===== src/rtl/ebus_diag_pkg.sv =====
// Shared types for the EBUS diagnostic arbiter: op codes, arbiter states, bus widths.
// EBUS_DIAG_LOCK_EN adds the LOCKED state to the state type.
package ebus_diag_pkg;

    localparam int DS_W   = 7;
    localparam int WORD_W = 36;

    typedef enum logic [1:0] {
        diagRead    = 2'd0,
        diagWrite   = 2'd1,
        diagFunc    = 2'd2,
        diagRelease = 2'd3
    } tDiagOp;

`ifdef EBUS_DIAG_LOCK_EN
    typedef enum logic [2:0] {
        ARB_IDLE, ARB_SETUP, ARB_STROBE, ARB_SAMPLE, ARB_HOLD, ARB_RESP, ARB_LOCKED
    } tArbState;
`else
    typedef enum logic [2:0] {
        ARB_IDLE, ARB_SETUP, ARB_STROBE, ARB_SAMPLE, ARB_HOLD, ARB_RESP
    } tArbState;
`endif

    // Only ops that act on the bus fire diagStrobe; read and release just sample.
    function automatic logic op_strobes(tDiagOp op);
        return (op == diagWrite) || (op == diagFunc);
    endfunction

endpackage


===== src/rtl/ebus_rr_arbiter.sv =====
// Combinational round-robin pick: first valid index at or after ptr, wrapping.
// Zero latency; no state, the owner decides when a grant is taken.
module ebus_rr_arbiter #(
    parameter int NREQ = 2,
    parameter int IW   = $clog2(NREQ)
) (
    input  logic [NREQ-1:0] valid,
    input  logic [IW-1:0]   ptr,
    output logic [NREQ-1:0] grant,
    output logic [IW-1:0]   idx,
    output logic            any
);

    localparam logic [IW:0] NREQ_W = (IW+1)'(NREQ);

    logic [IW:0]   sum;
    logic [IW-1:0] pos;

    always_comb begin
        grant = '0;
        idx   = '0;
        any   = 1'b0;
        sum   = '0;
        pos   = '0;
        for (int i = 0; i < NREQ; i++) begin
            sum = {1'b0, ptr} + (IW+1)'(i);
            pos = (sum >= NREQ_W) ? IW'(sum - NREQ_W) : IW'(sum);
            if (!any && valid[pos]) begin
                any        = 1'b1;
                idx        = pos;
                grant[pos] = 1'b1;
            end
        end
    end

endmodule


===== src/rtl/ebus_diag_arbiter.sv =====
// Round-robin share of the EBUS diag path with timed setup/strobe/sample/hold phases; EBUS_DIAG_LOCK_EN adds reqLock/LOCKED.
// Grant to rspValid is 1+SETUP+STROBE+1+HOLD cycles (no STROBE for read/release); no new grant until rspReady takes the response.
module ebus_diag_arbiter
    import ebus_diag_pkg::*;
#(
    parameter int NREQ       = 2,
    parameter int SETUP_CYC  = 2,
    parameter int STROBE_CYC = 3,
    parameter int HOLD_CYC   = 1
) (
    input  logic                   clk,
    input  logic                   resetN,
    input  logic [NREQ-1:0]        reqValid,
    output logic [NREQ-1:0]        reqReady,
    input  logic [NREQ*2-1:0]      reqOp,
    input  logic [NREQ*DS_W-1:0]   reqDs,
    input  logic [NREQ*WORD_W-1:0] reqData,
`ifdef EBUS_DIAG_LOCK_EN
    input  logic [NREQ-1:0]        reqLock,
`endif
    output logic [NREQ-1:0]        rspValid,
    input  logic [NREQ-1:0]        rspReady,
    output logic [WORD_W-1:0]      rspData,
    output logic [DS_W-1:0]        ebusDs,
    output logic                   ebusDiagStrobe,
    output logic                   ebusDriving,
    output logic [WORD_W-1:0]      ebusDriveData,
    input  logic [WORD_W-1:0]      ebusData,
    output logic                   busy
);

    localparam int            IW       = $clog2(NREQ);
    localparam logic [IW-1:0] LAST     = IW'(NREQ - 1);
    localparam logic [3:0]    SETUP_N  = 4'(SETUP_CYC);
    localparam logic [3:0]    STROBE_N = 4'(STROBE_CYC);
    localparam logic [3:0]    HOLD_N   = 4'(HOLD_CYC);

    tArbState          state;
    logic [3:0]        cnt;
    tDiagOp            op_q;
    logic [NREQ-1:0]   win_oh_q;
    logic [IW-1:0]     rr_ptr;

    logic [NREQ-1:0]   elig;
    logic [NREQ-1:0]   grant;
    logic [IW-1:0]     grant_idx;
    logic              grant_any;
    logic              can_grant;
    logic              take;
    logic              go_resp;
    logic              rsp_ack;
    logic              keep_drive;
    tArbState          resp_exit;

    logic [1:0]        sel_op_bits;
    tDiagOp            sel_op;
    logic [DS_W-1:0]   sel_ds;
    logic [WORD_W-1:0] sel_data;

`ifdef EBUS_DIAG_LOCK_EN
    logic              lock_q;
    logic              sel_lock;

    // While locked only the lock owner may compete; its driver state survives RESP.
    assign elig       = (state == ARB_LOCKED) ? (reqValid & win_oh_q) : reqValid;
    assign can_grant  = (state == ARB_IDLE) || (state == ARB_LOCKED);
    assign keep_drive = lock_q && (op_q != diagRelease);
    assign resp_exit  = keep_drive ? ARB_LOCKED : ARB_IDLE;
`else
    assign elig       = reqValid;
    assign can_grant  = (state == ARB_IDLE);
    assign keep_drive = 1'b0;
    assign resp_exit  = ARB_IDLE;
`endif

    ebus_rr_arbiter #(.NREQ(NREQ), .IW(IW)) u_rr (
        .valid (elig),
        .ptr   (rr_ptr),
        .grant (grant),
        .idx   (grant_idx),
        .any   (grant_any)
    );

    always_comb begin
        sel_op_bits = '0;
        sel_ds      = '0;
        sel_data    = '0;
`ifdef EBUS_DIAG_LOCK_EN
        sel_lock    = 1'b0;
`endif
        for (int i = 0; i < NREQ; i++) begin
            if (grant[i]) begin
                sel_op_bits = reqOp[i*2 +: 2];
                sel_ds      = reqDs[i*DS_W +: DS_W];
                sel_data    = reqData[i*WORD_W +: WORD_W];
`ifdef EBUS_DIAG_LOCK_EN
                sel_lock    = reqLock[i];
`endif
            end
        end
    end

    assign sel_op   = tDiagOp'(sel_op_bits);
    assign take     = can_grant && grant_any && resetN;
    assign reqReady = take ? grant : '0;
    assign rsp_ack  = |(rspValid & rspReady);
    assign go_resp  = ((state == ARB_SAMPLE) && (HOLD_CYC == 0)) ||
                      ((state == ARB_HOLD) && (cnt == 4'd1));
    assign busy     = (state != ARB_IDLE);

    always_ff @(posedge clk or negedge resetN) begin
        if (!resetN) begin
            state          <= ARB_IDLE;
            cnt            <= '0;
            op_q           <= diagRead;
            win_oh_q       <= '0;
            rr_ptr         <= '0;
            rspValid       <= '0;
            rspData        <= '0;
            ebusDs         <= '0;
            ebusDiagStrobe <= 1'b0;
            ebusDriving    <= 1'b0;
            ebusDriveData  <= '0;
`ifdef EBUS_DIAG_LOCK_EN
            lock_q         <= 1'b0;
`endif
        end else begin
            case (state)
`ifdef EBUS_DIAG_LOCK_EN
                ARB_IDLE, ARB_LOCKED: begin
`else
                ARB_IDLE: begin
`endif
                    if (take) begin
                        op_q     <= sel_op;
                        win_oh_q <= grant;
                        rr_ptr   <= (grant_idx == LAST) ? '0 : grant_idx + IW'(1);
                        state    <= ARB_SETUP;
                        cnt      <= SETUP_N;
                        ebusDs   <= sel_ds;
`ifdef EBUS_DIAG_LOCK_EN
                        lock_q   <= sel_lock;
`endif
                        if (sel_op == diagWrite) begin
                            ebusDriving   <= 1'b1;
                            ebusDriveData <= sel_data;
                        end
                    end
                end
                ARB_SETUP: begin
                    if (cnt == 4'd1) begin
                        if (op_strobes(op_q)) begin
                            state          <= ARB_STROBE;
                            cnt            <= STROBE_N;
                            ebusDiagStrobe <= 1'b1;
                        end else begin
                            state <= ARB_SAMPLE;
                        end
                    end else begin
                        cnt <= cnt - 4'd1;
                    end
                end
                ARB_STROBE: begin
                    if (cnt == 4'd1) state <= ARB_SAMPLE;
                    else             cnt   <= cnt - 4'd1;
                end
                ARB_SAMPLE: begin
                    rspData        <= ebusData;
                    ebusDiagStrobe <= 1'b0;
                    if (HOLD_CYC != 0) begin
                        state <= ARB_HOLD;
                        cnt   <= HOLD_N;
                    end
                end
                ARB_HOLD: begin
                    if (cnt != 4'd1) cnt <= cnt - 4'd1;
                end
                ARB_RESP: begin
                    if (rsp_ack) begin
                        rspValid <= '0;
                        state    <= resp_exit;
                    end
                end
                default: state <= ARB_IDLE;
            endcase

            // Shared RESP entry from SAMPLE (no hold) or the last HOLD cycle.
            if (go_resp) begin
                state       <= ARB_RESP;
                rspValid    <= win_oh_q;
                ebusDs      <= '0;
                ebusDriving <= keep_drive ? ebusDriving : 1'b0;
                if (op_q == diagRelease) ebusDriveData <= '0;
            end
        end
    end

endmodule


===== config.mk =====
export PLATFORM = sky130hd
export DESIGN_NAME = ebus_diag_arbiter
export DESIGN_NICKNAME = d
export VERILOG_FILES = /design/src/rtl/ebus_diag_pkg.sv /design/src/rtl/ebus_rr_arbiter.sv /design/src/rtl/ebus_diag_arbiter.sv
export SDC_FILE = /design/constraint.sdc
export NUM_CORES = 1
export LEC_CHECK = 0
export BUFFER_PORTS_ARGS = -buffer_cell sky130_fd_sc_hd__buf_2
export CAP_MARGIN = 5
export CELL_PAD_IN_SITES_DETAIL_PLACEMENT = 0
export CELL_PAD_IN_SITES_GLOBAL_PLACEMENT = 1
export CORE_ASPECT_RATIO = 1.4
export CORE_MARGIN = 3
export CORE_UTILIZATION = 39
export CTS_BUF_LIST = sky130_fd_sc_hd__clkbuf_4 sky130_fd_sc_hd__clkbuf_8
export CTS_CLUSTER_DIAMETER = 60
export CTS_CLUSTER_SIZE = 10
export DETAILED_ROUTE_END_ITERATION = 16
export MAX_ROUTING_LAYER = met4
export PLACE_DENSITY = 0.9
export SYNTH_ARGS = -nofsm -noshare
export SYNTH_HDL_FRONTEND = slang
export SYNTH_SLANG_ARGS = --single-unit

===== constraint.sdc =====
create_clock -name clk -period 2.8 [get_ports clk]
set_input_delay 0.14 -clock clk [delete_from_list [all_inputs] [get_ports clk]]
set_output_delay 0.14 -clock clk [all_outputs]
set_load 0.005 [all_outputs]

==> impl_metrics.yaml <==
placement:
  numPortBuffers: 217
  gp_congestion: 0.813
  placed_area_sq_mm: 0.00580
  place_hpwl_microns: 10100
yosys:
  yosysTopAreaCellShare_pct: 51.6
  synth_nets: 539
  yosysMostFrequentCell: "dfrtp_1"
  synth_area_leaders: "dfrtp_1, mux2_2, mux2i_1"
  synth_edf_count: 0
  yosysTopAreaCell: "dfrtp_1"
  synth_ff_type: "dfrtp_1"
  synth_cells: 404
  ys_ff_latch: 95
  ys_warn_count: 0
  syn_area_per_cell_sq_um: 11.4
  syn_area_sq_mm: 0.00461
  netlist_top_cells_count: "dfrtp_1, nand2_1, mux2i_1, mux2_2, a32o_1"
  ys_types: 41
  synth-async-reset-ratio_pct: 100
  seq_area_frac_synth_pct: 51.6
cells_and_area:
  final_area_sq_mm: 0.00635
  fill_cells: 993
  drive_gt1_share_pct: 44.1
  seq_area_sq_mm: 0.00238
  multiInputGateArea_sq_mm: 0.00205
  area_delta_synth_final_pct: 37.7
  fin_nets: 779
global_routing:
  grt_util_all_layers_pct: 21.8
  grt_max_degree: 64
  antenna_found_initial: 0
  grt_pass1_wl_microns: 22200
  first_global_vias: 4370
  overflow: 0
sta:
  worstMarginPinSlew_ns: 0.809
  maxSlewHeadroom_pct: 45.3
  finClkSkew_ns: 0.00799
  whs_ns: 0.0254
  fmax_ghz: 0.449
  post-route-min-period_ns: 2.23
  rsz0062_at_grt: "no"
  slew_violations: 0
  hold_viol: 0
  timing.final.crit_share_pct: 79.5
  finalSetupViolCount: 0
  setup_tns_ns: 0
routing:
  drt_iter0_drc: 239
  drt-vias-per-instance: 5.34
  drt.antenna.violating_nets: 0
  wl_per_cell_microns: 17.8
  dr.pass1.iters: 5
  drc: 0
  wirelength_microns: 14100
  vias: 4237
hold_path:
  hold_path_depth: 2
  min_to: "rspData[23]"
  worstHoldStart: "ebusData[23]"
  hold_path.class: "input pin to flop"
clock_tree:
  root_buffer: "clkbuf_8"
  path_clk_slew_ns: 0.10
  ctsResizeCount: 0
  cts_buffers: 9
  numClockSinks: 95
  cts_tree: "yes"
  clock_latency_ns: 0.37
  cts.path.max_buffers: 2
  cts_max_level: 3
power_and_ir_drop:
  power_leakage_nw: 3.37
  powerDensity_mw_per_mm2: 408
  ir_drop_v: 0.000388
  clkPwrFrac_pct: 33.5
  p_int_mw: 1.92
  power.sequential.fraction_pct: 54.4
  pwr-share-comb_pct: 12.1
  p_switching_mw: 0.677
  swShare_pct: 26.1
critical_path:
  critPathBufInv: 1
  reg2reg_slack_ns: 0.57
  cp-end-kind: "flop"
  regToRegStartpoint: "state[0]"
  cp_data_required_time_ns: 3.03
  cp_cell_sequence: "nor2_1 -> nand3_1 -> or3_2 -> buf_4 -> mux2i_1"
  critPathArrivalTime_ns: 2.46
  rr_endpoint: "ebusDriveData[17]"
  critPathMaxStageDelay_ns: 0.59
  worstPathMaxFanout: 37
  critPathTopFamily: "simple AND/OR/NAND/NOR gates"
  crit_type: "flop to flop"
  r2r_cells: 5
  cp_slowest_cell: "dfrtp_1"
  worstSetupStartpointType: "flop"
floorplanning:
  std_cell_rows: 46
  fp.dieH_microns: 135
  dieArea_sq_mm: 0.0132
  start_util_pct: 40.3
  core-area_sq_mm: 0.0115
  fp.dieW_microns: 97.9
  boundaryPins: 218
outcome:
  status: "completed"
run:
  cap_violations: 0
[flip-flops by register name (all words and copies together) (netlist names), named ones only]
signal,flops
ebusDriveData,36
rspData,36
ebusDs,7
cnt,4
state,3
op_q,2
rspValid,2
win_oh_q,2
ebusDiagStrobe,1
ebusDriving,1
[final cells by class]
| cell class | instances | area share [%] |
|---|---|---|
| clock inverter | 7 | 0.946 |
| multi-input combinational | 268 | 32.3 |
| antenna | 1 | 0.0394 |
| clock buffer | 9 | 1.95 |
| inverter | 6 | 0.355 |
| timing repair buffer | 264 | 24.1 |
| tap | 144 | 2.84 |
| sequential | 95 | 37.4 |
[logic make-up (layout without fill, tap and decap cells)]
family / after synthesis / count (layout) / synth area share, %
compound gates: 85 / 85 / 15.1
xor+xnor: 1 / 1 / 0.190
fa+ha+maj: 3 / 3 / 0.814
buf+inv: 41 / 286 / 4.40
flops: 95 / 95 / 51.6
mux: 76 / 76 / 17.5
other cells: 0 / 1 / 0
simple gates: 103 / 103 / 10.5
[timing repair]
item | in CTS | in global routing
endpoints found under the setup margin | 0 | 0
buffers inserted | 0 | 0
hold buffers | 36 | 0
endpoints found under the hold margin | 67 | 0
[per-stage QoR]
stage | utilization, % | worst slack [ns] | std cells | power, mW
floorplan | - | 0.894 | 404 | 1.54
global placement | 50.7 | 0.682 | 741 | 1.70
detailed placement | 50.7 | 0.612 | 741 | 1.71
CTS | 55.4 | 0.585 | 793 | 2.62
global route | 55.4 | 0.397 | 793 | 2.70
finish | 55.4 | 0.573 | 794 | 2.59
[power by group through the flow]
| stage | clock network, mW | registers (mW) | logic [mW] |
|---|---|---|---|
| 2_1_floorplan | 0 | 1.44 | 0.0963 |
| 3_3_place_gp | 0 | 1.44 | 0.266 |
| 3_5_place_dp | 0 | 1.44 | 0.272 |
| 4_1_cts | 0.901 | 1.41 | 0.313 |
| 5_1_grt | 0.940 | 1.41 | 0.344 |
| 6_report | 0.870 | 1.41 | 0.313 |
[placed cells by master (no fill, tap or decap), types with 3 or more instances in the layout]
| cell type | Yosys | layout |
|---|---|---|
| nand2_1 | 63 | 63 |
| ha_1 | 3 | 3 |
| a32o_1 | 23 | 23 |
| buf_2 | 6 | 216 |
| a31oi_1 | 8 | 8 |
| o2bb2ai_1 | 9 | 9 |
| nand3_1 | 5 | 4 |
| dfrtp_1 | 95 | 95 |
| nor2b_1 | 3 | 3 |
| mux2_2 | 37 | 37 |
| nor2_1 | 6 | 6 |
| o21ai_0 | 8 | 8 |
| mux2i_1 | 39 | 39 |
| inv_1 | 6 | 6 |
| clkbuf_8 | 0 | 9 |
| buf_4 | 1 | 12 |
| a22oi_1 | 5 | 5 |
| nand3b_1 | 3 | 3 |
| a32oi_1 | 16 | 16 |
| a21oi_1 | 4 | 4 |
| nand2b_1 | 4 | 3 |
| inv_6 | 0 | 4 |
| and3_1 | 7 | 7 |
| dlygate4sd3_1 | 0 | 36 |
[how the worst max path moves through the flow]
stage	startpoint	cells past startpoint	end	slack (ns)
2_1_floorplan	cnt[1]	7	cnt[2]	0.89
3_3_place_gp	reqValid[1]	6	ebusDriveData[28]	0.68
3_5_place_dp	state[0]	5	ebusDriveData[17]	0.61
4_1_cts	state[0]	5	reqReady[1]	0.59
5_1_grt	state[0]	5	ebusDriveData[11]	0.40
6_report	state[0]	5	ebusDriveData[17]	0.57
[routing by layer]
| layer | vias up | wire length [microns] | track usage [%] |
|---|---|---|---|
| li1 | 1975 | - | - |
| met1 | 2072 | 5400 | 25.2 |
| met2 | 146 | 7530 | 36.9 |
| met3 | 44 | 571 | 3.05 |
| met4 | 0 | 639 | 10.9 |
| met5 | - | 0 | - |
No activity file was read; power rests on OpenSTA's default activity.
